**config.mk**
```make
export PLATFORM = sky130hd
export DESIGN_NAME = uart_tx_8n1
export DESIGN_NICKNAME = d
export VERILOG_FILES = /design/src/rtl/uart_pkg.sv /design/src/rtl/uart_baud_tick.sv /design/src/rtl/uart_tx_8n1.sv
export SDC_FILE = /design/constraint.sdc
export NUM_CORES = 1
export LEC_CHECK = 0
export CAP_MARGIN = 20
export CORE_MARGIN = 5
export CORE_UTILIZATION = 30
export CTS_CLUSTER_DIAMETER = 50
export DETAILED_ROUTE_END_ITERATION = 16
export DONT_BUFFER_PORTS = 1
export GPL_TIMING_DRIVEN = 0
export HOLD_SLACK_MARGIN = 0.05
export MAX_ROUTING_LAYER = met4
export PLACE_DENSITY = 0.55
export SLEW_MARGIN = 20
export SYNTH_ARGS = -nofsm -noshare
export SYNTH_HDL_FRONTEND = slang
export SYNTH_SLANG_ARGS = --single-unit
export TNS_END_PERCENT = 50
```
**constraint.sdc**
```tcl
create_clock -name clk -period 2 [get_ports clk]
set_input_delay 0.4 -clock clk [delete_from_list [all_inputs] [get_ports clk]]
set_output_delay 0.4 -clock clk [all_outputs]
set_load 0.05 [all_outputs]
```
**src/rtl/uart_pkg.sv**
```systemverilog
// Shared definitions for the lab UART pair: FSM state and parity encodings,
// plus the baud-period calculation used by both transmitter and receiver.
package uart_pkg;

    typedef enum logic [2:0] {
        IDLE,
        START,
        DATA,
        PARITY,
        STOP
    } uart_tx_state_t;

    typedef enum logic [1:0] {
        NONE = 2'd0,
        EVEN = 2'd1,
        ODD  = 2'd2
    } uart_parity_t;

    // Clock cycles per bit, rounded to the nearest integer
    function automatic int clks_per_bit(input int clk_mhz, input int baud_rate);
        longint num;
        num = longint'(clk_mhz) * 64'd1_000_000 + longint'(baud_rate / 2);
        return int'(num / longint'(baud_rate));
    endfunction

endpackage

```
**src/rtl/uart_baud_tick.sv**
```systemverilog
// Bit-period timer: counts while enabled and emits a one-cycle tick on the
// last cycle of each bit period, then reloads to zero.
module uart_baud_tick #(
    parameter int period = 4
) (
    input  logic clk,
    input  logic rst,
    input  logic enable,
    input  logic restart,
    output logic tick
);

    localparam int w_cnt = (period > 1) ? $clog2(period) : 1;
    localparam logic [w_cnt-1:0] LAST = w_cnt'(period - 1);

    logic [w_cnt-1:0] count;

    always_ff @(posedge clk or negedge rst) begin
        if (!rst) begin
            count <= '0;
        end else if (restart) begin
            count <= '0;
        end else if (enable) begin
            if (count == LAST)
                count <= '0;
            else
                count <= count + 1'b1;
        end
    end

    assign tick = enable && !restart && (count == LAST);

endmodule

```
**src/rtl/uart_tx_8n1.sv**
```systemverilog
// UART transmitter: byte in over valid/ready, serial frame out on uart_tx
// (start, data LSB first, optional parity, 1 or 2 stop bits).
module uart_tx_8n1
    import uart_pkg::*;
#(
    parameter int clk_mhz   = 50,
    parameter int baud_rate = 115200,
    parameter int w_data    = 8,
    parameter int parity    = 0,
    parameter int stop_bits = 1
) (
    input  logic              clk,
    input  logic              rst,
    input  logic              in_valid,
    output logic              in_ready,
    input  logic [w_data-1:0] in_data,
    output logic              uart_tx,
    output logic              busy
);

    localparam int CLKS_PER_BIT = clks_per_bit(clk_mhz, baud_rate);
    localparam uart_parity_t PAR_MODE = (parity == 1) ? EVEN :
                                        (parity == 2) ? ODD  : NONE;
    localparam logic [2:0] LAST_DATA = 3'(w_data - 1);
    localparam logic [2:0] LAST_STOP = 3'(stop_bits - 1);

    if (CLKS_PER_BIT < 2) begin : g_bad_baud
        $error("uart_tx_8n1: clk_mhz/baud_rate gives fewer than 2 clocks per bit");
    end
    if (w_data < 5 || w_data > 8) begin : g_bad_width
        $error("uart_tx_8n1: w_data must be 5..8");
    end
    if (parity < 0 || parity > 2) begin : g_bad_parity
        $error("uart_tx_8n1: parity must be 0, 1 or 2");
    end
    if (stop_bits < 1 || stop_bits > 2) begin : g_bad_stop
        $error("uart_tx_8n1: stop_bits must be 1 or 2");
    end

    uart_tx_state_t    state;
    logic [w_data-1:0] shift;
    logic              parity_bit;
    logic [2:0]        bit_idx;
    logic              tick;
    logic              accept;

    // Reset gating keeps in_ready low while reset is held
    assign in_ready = rst && (state == IDLE);
    assign accept   = in_valid && in_ready;

    uart_baud_tick #(
        .period(CLKS_PER_BIT)
    ) baud (
        .clk    (clk),
        .rst    (rst),
        .enable (state != IDLE),
        .restart(accept),
        .tick   (tick)
    );

    // uart_tx is loaded with the next bit's level on the transition edge
    always_ff @(posedge clk or negedge rst) begin
        if (!rst) begin
            state      <= IDLE;
            shift      <= '0;
            parity_bit <= 1'b0;
            bit_idx    <= '0;
            uart_tx    <= 1'b1;
            busy       <= 1'b0;
        end else begin
            case (state)
                IDLE: begin
                    uart_tx <= 1'b1;
                    busy    <= 1'b0;
                    if (accept) begin
                        shift      <= in_data;
                        parity_bit <= (PAR_MODE == ODD) ? ~^in_data : ^in_data;
                        bit_idx    <= '0;
                        uart_tx    <= 1'b0;
                        busy       <= 1'b1;
                        state      <= START;
                    end
                end
                START: begin
                    if (tick) begin
                        uart_tx <= shift[0];
                        state   <= DATA;
                    end
                end
                DATA: begin
                    if (tick) begin
                        shift <= shift >> 1;
                        if (bit_idx == LAST_DATA) begin
                            bit_idx <= '0;
                            if (PAR_MODE != NONE) begin
                                uart_tx <= parity_bit;
                                state   <= PARITY;
                            end else begin
                                uart_tx <= 1'b1;
                                state   <= STOP;
                            end
                        end else begin
                            bit_idx <= bit_idx + 1'b1;
                            uart_tx <= shift[1];
                        end
                    end
                end
                PARITY: begin
                    if (tick) begin
                        uart_tx <= 1'b1;
                        state   <= STOP;
                    end
                end
                STOP: begin
                    if (tick) begin
                        if (bit_idx == LAST_STOP) begin
                            bit_idx <= '0;
                            busy    <= 1'b0;
                            state   <= IDLE;
                        end else begin
                            bit_idx <= bit_idx + 1'b1;
                        end
                    end
                end
                default: begin
                    uart_tx <= 1'b1;
                    busy    <= 1'b0;
                    state   <= IDLE;
                end
            endcase
        end
    end

endmodule

```
==> summary.md <==
| Metric | Value |
|---|---|
| Endpoint arrival time on the critical path | 1.44 ns |
| Internal power consumption | 0.0009773 W |
| Worst hold path type | in2reg |
| DR vias | 1097 |
| Max_cap viols | 0 |
| Kind of start point of the critical path | flip-flop |
| RSZ-0062 raised after global routing | false |
| Start point of the critical path | state[2]$_DFFE_PN0P_ |
| Initial antenna violation count | 0 |
| Start-to-end type of the worst setup path | reg2out |
| Share of post-route cells with drive strength above 1 | 15.13% |
| Post-synthesis register bit count | 25 |
| Number of enable-type register cells in the synthesized netlist | 0 |
| Fraction of the cycle the final worst path needs | 91.75% |
| Cell variety after synth | 42 |
| Via count normalized by instance count | 5.325 |
| Upper clock frequency limit | 0.5449 GHz |
| Predominant post-synthesis flop cell | dfrtp_1 |
| TritonCTS clock tree | done |
| Wire length of the first global-routing pass | 5540 um |
| Max VDD drop | 0.4004 mV |
| Category of the worst setup path capture point | output port |
| Sequential fraction of design power | 55.7% |
| Most used cells in the layout excluding fill and tap cells | dfrtp_1 (24), nand2_1 (19), o21ai_0 (11) |
| Die Y | 79.35 um |
| P_sw | 0.0005824 W |
| Combined global-route utilization of all metal layers | 11.58% |
| Synthesized instance count | 146 |
| Count of input and output buffers | 0 |
| Final Hold Viols | 0 |
| Relative area change from synthesis to final layout | 10.58% |
| DR DRC count | 0 |
| Clock transition at the register clock pins on the worst setup and hold paths after CTS | 0.09 ns |
| Global route total overflow | 0 |
| Worst setup skew after layout | 0.003815 ns |
| Mean instance size in the synthesized netlist | 9.881 um^2 |
| Design area | 0.001595 mm^2 |
| Remaining antenna violation count | 0 |
| DRT Wirelength | 3183 um |
| Number of buffers on the longest clock path | 2 |
| CTS Buf Count | 3 |
| ANT cells | 0 |
| Transition time at the pin with the least slew margin | 0.5179 ns |
| Area post-placement | 0.001510 mm^2 |
| Crit Reg-Reg Startpoint | baud.count[0]$_DFFE_PN0N_ |
| Reg-to-reg slack, setup | 0.22 ns |
| Boundary pin count | 14 |
| Worst path required time | 1.60 ns |
| Start point of the worst min-delay path | in_data[7] |
| Weighted congestion at the end of routability-driven global placement | 0.8288 |
| Clock power frac | 19.5% |
| WL/cell | 15.45 um |
| Sum Neg Setup Slack | 0 ns |
| Relative slew slack | 65.48% |
| Worst skew pair latency | 0.27 ns |
| Max-slew violation total from the final report | 0 |
| Sequential fraction of the synthesis area | 43.45% |
| Total number of H-tree levels | 1 |
| Warnings from Yosys | 0 |
| Outcome | completed |
| Reported leakage power | 0.6416 nW |
| Initial core utilization | 30.75% |
| Part of the power in combinational logic | 24.8% |
| Power density normalized to cell area | 977.7 mW/mm^2 |
| Number of global-route vias before repair | 1091 |
| Final setup violation count | 0 |
| First-pass detailed-route iteration total | 4 |
| HPWL after detailed placement | 2313 um |
| Width of the die | 79.35 um |
| Net total in the final layout | 169 |
| Root buffer cell | clkbuf_8 |
| Area of the die | 0.006296 mm^2 |
| Share of synthesized flip-flops with an asynchronous set or reset | 100.0% |
| Most frequent standard cell in the layout excluding fill and tap cells | dfrtp_1 |
| TritonCTS sink count | 25 |
| Switching fraction of total power | 37.34% |
| Row cnt | 25 |
| CORE AREA | 0.004692 mm^2 |
| Nets in the synthesized netlist | 162 |
| Synthesized area | 0.001443 mm^2 |
| Min cycle time layout | 1.835 ns |
| Iteration-0 DRC Markers | 50 |
| CP max FO | 10 |
| Largest net degree at the start of global routing | 26 |
==> layer usage <==
metal	GRT usage (%)	routed length (um)
met5	-	0
met4	4.639	59
met3	2.154	83
met2	18.18	1558
met1	14.76	1482
==> cell families (layout without fill, tap and decap cells) <==
logic type | after synthesis | in the layout | synth area share (%)
flops | 25 | 25 | 43.45
compound gates | 49 | 49 | 24.63
buf+inv | 11 | 17 | 3.643
mux | 3 | 3 | 2.775
xor+xnor | 2 | 2 | 1.214
simple gates | 51 | 51 | 19.95
fa+ha+maj | 5 | 5 | 4.337
==> sequential cells by signal, indices dropped and copies added, names as in the netlist <==
| register | flops |
|---|---|
| shift | 8 |
| busy | 1 |
| state | 3 |
| bit_idx | 3 |
| baud.count | 9 |
| uart_tx | 1 |
==> through the flow <==
| stage | power (W) | hold slack [ns] | instances | setup WS (ns) | util (%) |
|---|---|---|---|---|---|
| finish | 0.001560 | 0.2329 | 206 | 0.1649 | 34.00 |
| global route | 0.001671 | 0.2255 | 206 | 0.03389 | 34.00 |
| CTS | 0.001575 | 0.2273 | 206 | 0.06509 | 33.97 |
| detailed placement | 0.001245 | 0.1056 | 200 | 0.1300 | 32.19 |
| global placement | 0.001216 | 0.1056 | 200 | 0.1548 | 32.19 |
| floorplan | 0.001138 | 0.1044 | 146 | 0.3447 | - |
==> what timing repair did <==
action | 4_1_cts | 5_1_grt
buffers inserted | 0 | 0
hold buffers | 2 | 0
endpoints found under the setup margin | 1 | 1
hold endpoints to repair | 25 | 0
resized for setup | 2 | 1
gates cloned | 0 | 0
==> worst paths after layout <==
check / end / cells after the start
max: in_ready / 3
min: shift[7]$_DFFE_PN0P_ / 2
max reg2reg: baud.count[6]$_DFFE_PN0N_ / 6
min reg2reg: shift[0]$_DFFE_PN0P_ / 1
max in group asynchronous: uart_tx$_DFFE_PN1P_ / 2
min in group asynchronous: baud.count[5]$_DFFE_PN0N_ / 2
==> cells in the mapped netlist (2+ instances only) <==
cell	count	area, um^2
dfrtp_1	24	600.6
nand2_1	19	71.32
o21ai_0	11	55.05
o21a_1	8	60.06
a21oi_1	7	35.03
inv_1	7	26.28
o22a_1	7	61.31
ha_1	5	62.56
nand3_1	5	25.02
nor2_1	5	18.77
nand2b_1	4	25.02
nor3_1	4	20.02
a31oi_1	3	18.77
a21oi_4	2	32.53
buf_2	2	10.01
mux2_4	2	30.03
nand3_2	2	20.02
nor2b_1	2	12.51
o2111ai_1	2	17.52
o31ai_1	2	15.01
xnor2_1	2	17.52
==> power by group through the flow <==
stage,combinational (W),sequential [W],clock (W)
floorplan,0.000301,0.000837,0
global placement,0.000346,0.000870,0
detailed placement,0.000366,0.000879,0
CTS,0.000389,0.000869,0.000316
global route,0.000439,0.000896,0.000336
finish,0.000387,0.000868,0.000305
==> worst max-delay path: stages, from the launching register on <==
cell     delay, ns
dfrtp_1       0.40
buf_2         0.20
nor3_4        0.26
and2_4        0.30
==> area by class of cell <==
type	count	area [um^2]
Clock buffer	3	41.29
Tap cell	54	67.56
Buffer	4	26.28
Fill cell	498	3097
Clock inverter	1	5.005
Inverter	7	26.28
Timing Repair Buffer	2	30.03
Multi-Input combinational cell	110	772.0
Sequential cell	25	626.9
(Power assumes the default switching activity.)
